[src/rtl/interrupt_controller_if.sv]
// Bus between the interrupt controller and its environment: peripheral
// request lines, the register port and the CPU interrupt handshake.
interface interrupt_controller_if #(
  parameter int NUM_SRC = 4
);
  logic [NUM_SRC-1:0] irqIn;
  logic               regWrite;
  logic [1:0]         regAddr;
  logic [15:0]        regWdata;
  logic [15:0]        regRdata;
  logic               intSignal;
  logic [3:0]         intIndex;
  logic               intAck;
  logic               intDone;
  logic               busy;

  // Environment side: peripherals, register bus master and CPU.
  modport master (
    output irqIn, regWrite, regAddr, regWdata, intAck, intDone,
    input  regRdata, intSignal, intIndex, busy
  );

  // Controller side.
  modport slave (
    input  irqIn, regWrite, regAddr, regWdata, intAck, intDone,
    output regRdata, intSignal, intIndex, busy
  );
endinterface

[src/rtl/interrupt_controller.sv]
// Interrupt controller: edge-detects peripheral requests into a pending
// register, applies mask and fixed priority (bit 0 highest), and presents
// one interrupt at a time to the CPU through a request/ack/done handshake.
module interrupt_controller #(
  parameter int          NUM_SRC    = 4,
  parameter logic [3:0]  INDEX_BASE = 4'h1,
  parameter logic [15:0] MASK_RST   = 16'h000F
) (
  input logic                  clk,
  input logic                  rst,
  interrupt_controller_if.slave bus
);

  localparam logic [1:0] ADDR_MASK    = 2'd0;
  localparam logic [1:0] ADDR_PENDING = 2'd1;
  localparam logic [1:0] ADDR_STATUS  = 2'd2;
  localparam logic [1:0] ADDR_SOFTSET = 2'd3;

  typedef enum logic [1:0] {
    IDLE    = 2'd0,
    REQUEST = 2'd1,
    SERVICE = 2'd2
  } state_t;

  state_t             state;
  logic [NUM_SRC-1:0] irqPrev;
  logic [NUM_SRC-1:0] pending;
  logic [NUM_SRC-1:0] mask;
  logic               primed;
  logic [3:0]         activeSrc;
  logic               intSignalR;
  logic [3:0]         intIndexR;
  logic               busyR;

  logic [NUM_SRC-1:0] edges;
  logic [NUM_SRC-1:0] setBits;
  logic [NUM_SRC-1:0] clrBits;
  logic [NUM_SRC-1:0] activeOne;
  logic [NUM_SRC-1:0] reqVec;
  logic [3:0]         lowIdx;
  logic               ackTaken;
  logic               wrMask;
  logic               wrPending;
  logic               wrSoftset;

  assign wrMask    = bus.regWrite && (bus.regAddr == ADDR_MASK);
  assign wrPending = bus.regWrite && (bus.regAddr == ADDR_PENDING);
  assign wrSoftset = bus.regWrite && (bus.regAddr == ADDR_SOFTSET);
  assign ackTaken  = (state == REQUEST) && bus.intAck;

  // The first cycle after reset only records the request lines as a
  // baseline, so a line already high at release is not seen as an edge.
  assign edges   = primed ? (bus.irqIn & ~irqPrev) : '0;
  assign reqVec  = pending & mask;
  assign setBits = edges | (wrSoftset ? bus.regWdata[NUM_SRC-1:0] : '0);
  assign clrBits = (wrPending ? bus.regWdata[NUM_SRC-1:0] : '0) |
                   (ackTaken ? activeOne : '0);

  // One-hot of the source being serviced and lowest-index pending request.
  always_comb begin
    // NOTE: every combinational output gets a default first so no path
    // leaves it unassigned and a latch cannot be inferred.
    activeOne = '0;
    lowIdx    = 4'd0;
    for (int i = 0; i < NUM_SRC; i++) begin
      activeOne[i] = (activeSrc == 4'(i));
    end
    for (int i = NUM_SRC - 1; i >= 0; i--) begin
      if (reqVec[i]) lowIdx = 4'(i);
    end
  end

  // Request capture: edge history, pending (set wins over clear) and mask.
  always_ff @(posedge clk or negedge rst) begin
    // NOTE: state registers use non-blocking assignments so every flop
    // samples pre-edge values regardless of statement order.
    if (!rst) begin
      irqPrev <= '0;
      primed  <= 1'b0;
      pending <= '0;
      mask    <= MASK_RST[NUM_SRC-1:0];
    end else begin
      irqPrev <= bus.irqIn;
      primed  <= 1'b1;
      pending <= (pending & ~clrBits) | setBits;
      if (wrMask) mask <= bus.regWdata[NUM_SRC-1:0];
    end
  end

  // Handshake FSM with registered intSignal/intIndex/busy.
  always_ff @(posedge clk or negedge rst) begin
    if (!rst) begin
      state      <= IDLE;
      activeSrc  <= 4'd0;
      intSignalR <= 1'b0;
      intIndexR  <= 4'd0;
      busyR      <= 1'b0;
    end else begin
      case (state)
        IDLE: begin
          if (|reqVec) begin
            state      <= REQUEST;
            activeSrc  <= lowIdx;
            intIndexR  <= INDEX_BASE + lowIdx;
            intSignalR <= 1'b1;
            busyR      <= 1'b1;
          end
        end
        REQUEST: begin
          // Ack takes precedence; a simultaneous done is ignored here.
          if (bus.intAck) begin
            state      <= SERVICE;
            intSignalR <= 1'b0;
          end
        end
        SERVICE: begin
          if (bus.intDone) begin
            state <= IDLE;
            busyR <= 1'b0;
          end
        end
        default: begin
          state      <= IDLE;
          intSignalR <= 1'b0;
          busyR      <= 1'b0;
        end
      endcase
    end
  end

  // Combinational register read port.
  always_comb begin
    bus.regRdata = 16'h0000;
    case (bus.regAddr)
      ADDR_MASK:    bus.regRdata = 16'(mask);
      ADDR_PENDING: bus.regRdata = 16'(pending);
      ADDR_STATUS:  bus.regRdata = {busyR, 2'(state), 9'b0, activeSrc};
      ADDR_SOFTSET: bus.regRdata = 16'h0000;
      default:      bus.regRdata = 16'h0000;
    endcase
  end

  assign bus.intSignal = intSignalR;
  assign bus.intIndex  = intIndexR;
  assign bus.busy      = busyR;

endmodule
[src/flat_wrapper.sv]
// flat-port wrapper written by rule: the top's interface ports become plain ports
module interrupt_controller_flat 
#(
  parameter int          NUM_SRC    = 4,
  parameter logic [3:0]  INDEX_BASE = 4'h1,
  parameter logic [15:0] MASK_RST   = 16'h000F
)
  (clk, rst, bus_irqIn, bus_regWrite, bus_regAddr, bus_regWdata, bus_intAck, bus_intDone, bus_regRdata, bus_intSignal, bus_intIndex, bus_busy);
  interrupt_controller_if #(.NUM_SRC(NUM_SRC)) bus_i ();
  input logic clk;
  input logic rst;
  input wire logic [$bits(bus_i.irqIn)-1:0] bus_irqIn;
  input wire logic [$bits(bus_i.regWrite)-1:0] bus_regWrite;
  input wire logic [$bits(bus_i.regAddr)-1:0] bus_regAddr;
  input wire logic [$bits(bus_i.regWdata)-1:0] bus_regWdata;
  input wire logic [$bits(bus_i.intAck)-1:0] bus_intAck;
  input wire logic [$bits(bus_i.intDone)-1:0] bus_intDone;
  output wire logic [$bits(bus_i.regRdata)-1:0] bus_regRdata;
  output wire logic [$bits(bus_i.intSignal)-1:0] bus_intSignal;
  output wire logic [$bits(bus_i.intIndex)-1:0] bus_intIndex;
  output wire logic [$bits(bus_i.busy)-1:0] bus_busy;
  assign bus_i.irqIn = bus_irqIn;
  assign bus_i.regWrite = bus_regWrite;
  assign bus_i.regAddr = bus_regAddr;
  assign bus_i.regWdata = bus_regWdata;
  assign bus_i.intAck = bus_intAck;
  assign bus_i.intDone = bus_intDone;
  assign bus_regRdata = bus_i.regRdata;
  assign bus_intSignal = bus_i.intSignal;
  assign bus_intIndex = bus_i.intIndex;
  assign bus_busy = bus_i.busy;
  interrupt_controller #(.NUM_SRC(NUM_SRC), .INDEX_BASE(INDEX_BASE), .MASK_RST(MASK_RST)) u_core (.clk(clk), .rst(rst), .bus(bus_i));
endmodule
[config.mk]
export PLATFORM = sky130hd
export DESIGN_NAME = interrupt_controller_flat
export DESIGN_NICKNAME = d
export VERILOG_FILES = /design/src/rtl/interrupt_controller_if.sv /design/src/rtl/interrupt_controller.sv /design/src/flat_wrapper.sv
export SDC_FILE = /design/constraint.sdc
export NUM_CORES = 1
export LEC_CHECK = 0
export CAP_MARGIN = 40
export CORE_ASPECT_RATIO = 0.8
export CORE_MARGIN = 4
export CORE_UTILIZATION = 41
export DETAILED_ROUTE_END_ITERATION = 8
export PLACE_DENSITY = 0.78
export SYNTH_ARGS = -nofsm -noshare
export SYNTH_HDL_FRONTEND = slang
export SYNTH_SLANG_ARGS = --single-unit
[constraint.sdc]
create_clock -name clk -period 2.2 [get_ports clk]
set_clock_uncertainty 0.2 [all_clocks]
set_input_delay 0.66 -clock clk [delete_from_list [all_inputs] [get_ports clk]]
set_output_delay 0.66 -clock clk [all_outputs]
set_load 0.03 [all_outputs]
Word-level counts from Yosys, hierarchy flattened

Index checks and enable logic that the tools add are counted.

Flip-flop bits (word level): 25
Bits of input ports: 27
Output and inout bits: 22
Word-level logic and storage cells: 61

$add $sub $neg: 1
Eq/ne operators: 11
Mux-type cells: 18
Bitwise logic cells: 10
Reductions and logical operators: 12

Operators with widths:

| operator                                                                 | number |
|---|---|
| 16-bit one-hot mux with 4 select lines                                   | 1 |
| 4-bit 2-to-1 mux                                                         | 7 |
| 4-bit AND                                                                | 3 |
| 4-bit bitwise OR                                                         | 3 |
| 3-bit AND reduction                                                      | 3 |
| 4-bit by 2-bit == test with 1-bit output (second input constant)         | 2 |
| 2-bit 2-to-1 mux                                                         | 4 |
| 4-bit inverter                                                           | 2 |
| 2-bit == test (second input constant)                                    | 3 |
| 1-bit one-hot mux with 3 select lines                                    | 2 |
| 2-bit one-hot mux with 3 select lines                                    | 1 |
| 1-bit by 4-bit adder with 4-bit output (first input constant)            | 1 |
| 2-bit by 1-bit == test with 1-bit output (second input constant)         | 2 |
| 4-bit by 1-bit == test with 1-bit output (second input constant)         | 1 |
| 1-bit logical AND                                                        | 4 |
| 2-bit zero test                                                          | 2 |
| 4-bit zero test                                                          | 1 |
| 2-bit inequality test (second input constant)                            | 2 |
| 4-bit OR reduction                                                       | 1 |
| 1-bit 2-to-1 mux                                                         | 3 |
| 2-bit by 1-bit inequality test with 1-bit output (second input constant) | 1 |
| 1-bit inverter                                                           | 2 |
| 2-bit AND reduction                                                      | 1 |

Depth between registers and ports, before layout

Depth after elaboration: 7
Mapped depth: 5
Mapped depth without buffers: 5

Worst setup path after synthesis

OpenSTA, ideal clock, no wires.

Kind: input-to-output
Start: input bus_regAddr[0]
End: output bus_regRdata[0]
Arrival: 1733 ps
Data required time: 1340 ps
Setup slack: -393 ps
Stages: 3
Buffers on the path: 1
Cells stage by stage: clkbuf_1 mux2i_1 o21ai_0

Cells in the longest elaborated chain, start to end: 2
Elaborated cells on any way between the ends: 5
Classes of those cells: eq/ne (3); mux (1); reduce/logical (1)

Ends and longest elaborated chain:

| item                                       | RTL line                    | text |
|---|---|---|
| from (decl)                                | flat_wrapper.sv:14          | `input wire logic [$bits(bus_i.regAddr)-1:0] bus_regAddr;` |
| 2-bit == test (tied with other cells)      | interrupt_controller.sv:134 | `case (bus.regAddr)` |
| 16-bit one-hot mux with 4 select lines (*) | interrupt_controller.sv:134 |  |
| to (decl)                                  | flat_wrapper.sv:18          | `output wire logic [$bits(bus_i.regRdata)-1:0] bus_regRdata;` |

Every way passes the cells marked *; elsewhere a longest branch is shown, timed or not. The select of a mux whose other input is x is not followed.

Worst setup path in the final report

Start: input bus_regAddr[0]
End: output bus_regRdata[1]

Same word-level chain as after synthesis.

==> flow_summary.yaml <==
status:
  status: "finished, final reports clean"
drt:
  wl_per_cell_um: 13.5
  vias: 890
  viasPerCell: 4.97
  ant_nets: 0
  drc: 0
  drt_iter0_markers: 37
  drt_pre_antenna_iters: 4
  drt-total-wl_um: 2420
pwr:
  p_sw_share_pct: 40.5
  clkPwrFrac_pct: 13.4
  p_leak_uw: 0.000682
  comb_power_share_pct: 44.3
  p_per_area_mw_per_mm2: 1080
  p_int_uw: 974
  irDropWorstVdd_mv: 0.729
  p_sw_uw: 662
  seq_power_share_pct: 42.3
finish:
  layout.nets: 172
  drive_above_1_share_pct: 30.1
  synthToLayoutAreaGrowth_pct: 32.6
  diodes: 0
  final_util_pct: 59.5
setup_path:
  start_kind: "primary input"
  worstPathArrival_ps: 1330
  crit_chain: "buf_6 > buf_6 > mux2i_2 > o21ai_2 > buf_6"
  max_stage_delay_ps: 150
  crit_required_ps: 1340
  reg2reg_slack_ps: 330
  cp-end-kind: "output pin"
  path_max_fanout: 3
  worst-setup-path-type: "primary input to output pin"
  slowest_stage: "mux2i_2"
  path_common_cell: "buf_6"
synthesis:
  async_reset_ff_share_pct: 100
  ys_types: 31
  synth-main-ff-cell: "dfrtp_1"
  ys_seq_area_share_pct: 48.7
  yosys_warnings: 0
  syn_area_mm2: 0.00114
  ys_ff_latch: 22
  netlist_instances: 110
  synth-edff-count: 0
  avgSynthCellArea_um2: 10.4
placement:
  pre_cts_ws_ps: -497
  gp_congestion: 0.811
  hpwl_um: 1900
  port_buffers: 26
floorplanning:
  row_count: 16
  fp.dieW_um: 67.0
  start_util_pct: 44.9
  dieArea_mm2: 0.00370
  coreArea_mm2: 0.00254
  die_h_um: 55.2
  ios: 49
timing:
  period_share_pct: 99.6
  setup_ws_ps: 8.61
  setup_viol: 0
  final-hold-violation-count: 0
  drv_slew: 0
  clock.fmax_mhz: 456
  rsz0062_at_grt: "true"
  finalCriticalPeriod_ps: 2190
hold_path:
  hp-class: "flip-flop to flip-flop"
global_route:
  antenna_found_initial: 0
  grt.overflow.total: 0
  grt_pass1_vias: 860
  grt_start_max_net_pins: 23
  grt_pass1_wl_um: 3950
  grt_usage_pct: 14.7
clocking:
  cts_buffers: 3
  clk_latency_ps: 310
  cts_tree: "built"
  cts.clk_slew.worst_paths_ps: 110
  cts.path.max_buffers: 2
  cts.sinks: 22
  clk_root_buffer_cell: "clkbuf_4"
  htree_levels: 1
flow_run:
  maxCapViolCount: 0
## critical path, delay by kind of cell
kind | cells | cell delay (ps)
multiplexers | 1 | 150
AO/OA/AOI/OAI | 1 | 150
buffers and inverters | 3 | 380
## layout make-up
class / instances / area [µm²]
timing repair buffer: 32 / 304
clock buffer: 4 / 36.3
fill: 225 / 1030
multi-input combinational: 79 / 549
inverter: 6 / 22.5
tap: 36 / 45.0
sequential: 22 / 556
## metal layers
layer  routed length (µm)  GRT usage [%]  vias to the layer above
met4                   19           6.06                        0
met1                 1160           20.5                      416
met3                  173           2.22                        4
met2                 1060           23.0                       42
li1                     -              -                      428
met5                    0              0                        -
## state kept, by name, indices dropped and copies added (netlist names)
signal / cells
u_core.activeSrc: 2
u_core.primed: 1
u_core.bus.busy: 1
u_core.bus.intIndex: 3
u_core.mask: 4
u_core.bus.intSignal: 1
u_core.state: 2
u_core.pending: 4
u_core.irqPrev: 4
## power by group through the flow
stage / clock [µW] / combinational (µW) / sequential (µW)
2_1_floorplan: 0 / 448 / 721
4_1_cts: 226 / 732 / 690
6_report: 219 / 726 / 691
5_1_grt: 241 / 793 / 719
3_5_place_dp: 0 / 732 / 694
3_3_place_gp: 0 / 717 / 686
## worst paths after layout
| kind | startpoint | endpoint | cells past startpoint |
|---|---|---|---|
| worst max register to register | u_core.mask[1] | u_core.bus.intIndex[0] | 4 |
| worst min register to register | u_core.irqPrev[2] | u_core.pending[2] | 1 |
| max in group asynchronous | rst | u_core.mask[3] | 2 |
| worst max-delay path | bus_regAddr[0] | bus_regRdata[1] | 5 |
| min in group asynchronous | rst | u_core.bus.busy | 2 |
| worst min-delay path | u_core.irqPrev[2] | u_core.pending[2] | 1 |
## cell usage after synthesis (3+ instances only)
cell / number / share of area (%)
nor2_1: 5 / 1.6
dfstp_2: 4 / 9.2
mux2i_1: 4 / 3.5
o21ai_0: 6 / 2.6
mux2_2: 6 / 5.9
a32oi_1: 4 / 3.1
nand2_1: 15 / 4.9
buf_4: 10 / 6.6
dfrtp_1: 18 / 39
inv_1: 6 / 2.0
o211ai_1: 3 / 2.0
and2_1: 4 / 2.2
## placed cells by master (no fill, tap or decap), drive strengths merged, types with 2 or more instances in the layout
cell type      count
a22oi              2
and3b              2
nand2             15
nor2               5
a32oi              4
dfrtp             18
mux2i              4
o211ai             3
o21ai              6
and2               4
dfstp              4
dlygate4sd2        5
buf               14
clkbuf             5
nor2b              2
nand2b             2
mux2               6
conb              11
clkdlybuf4s50     12
inv                6
## what timing repair did
item	4_1_cts	5_1_grt
endpoints found under the setup margin	12	5
hold buffers	0	0
resized for setup	25	1
hold endpoints to repair	0	0
pin swaps	2	1
setup buffers	0	0
## cells by family after synthesis
| logic type | count (synthesis) | share of synthesized area (%) |
|---|---|---|
| multiplexers | 10 | 9.43 |
| flip-flops | 22 | 48.7 |
| buffers and inverters | 18 | 9.21 |
| adder cells (fa/ha/maj) | 1 | 1.10 |
| other | 2 | 0.658 |
| AND/OR/NAND/NOR | 37 | 16.6 |
| AO/OA/AOI/OAI | 20 | 14.4 |
## per-stage QoR
step	TNS (ps)	hold slack (ps)	instances	cell area, µm²	total power, µW
floorplan	0	164	119	1190	1170
global placement	-2860	240	176	1450	1400
detailed placement	-2980	259	176	1450	1430
CTS	0	280	179	1520	1650
global route	-21.8	321	179	1510	1750
finish	0	273	179	1510	1640
Power figures use the tool's default switching activity.
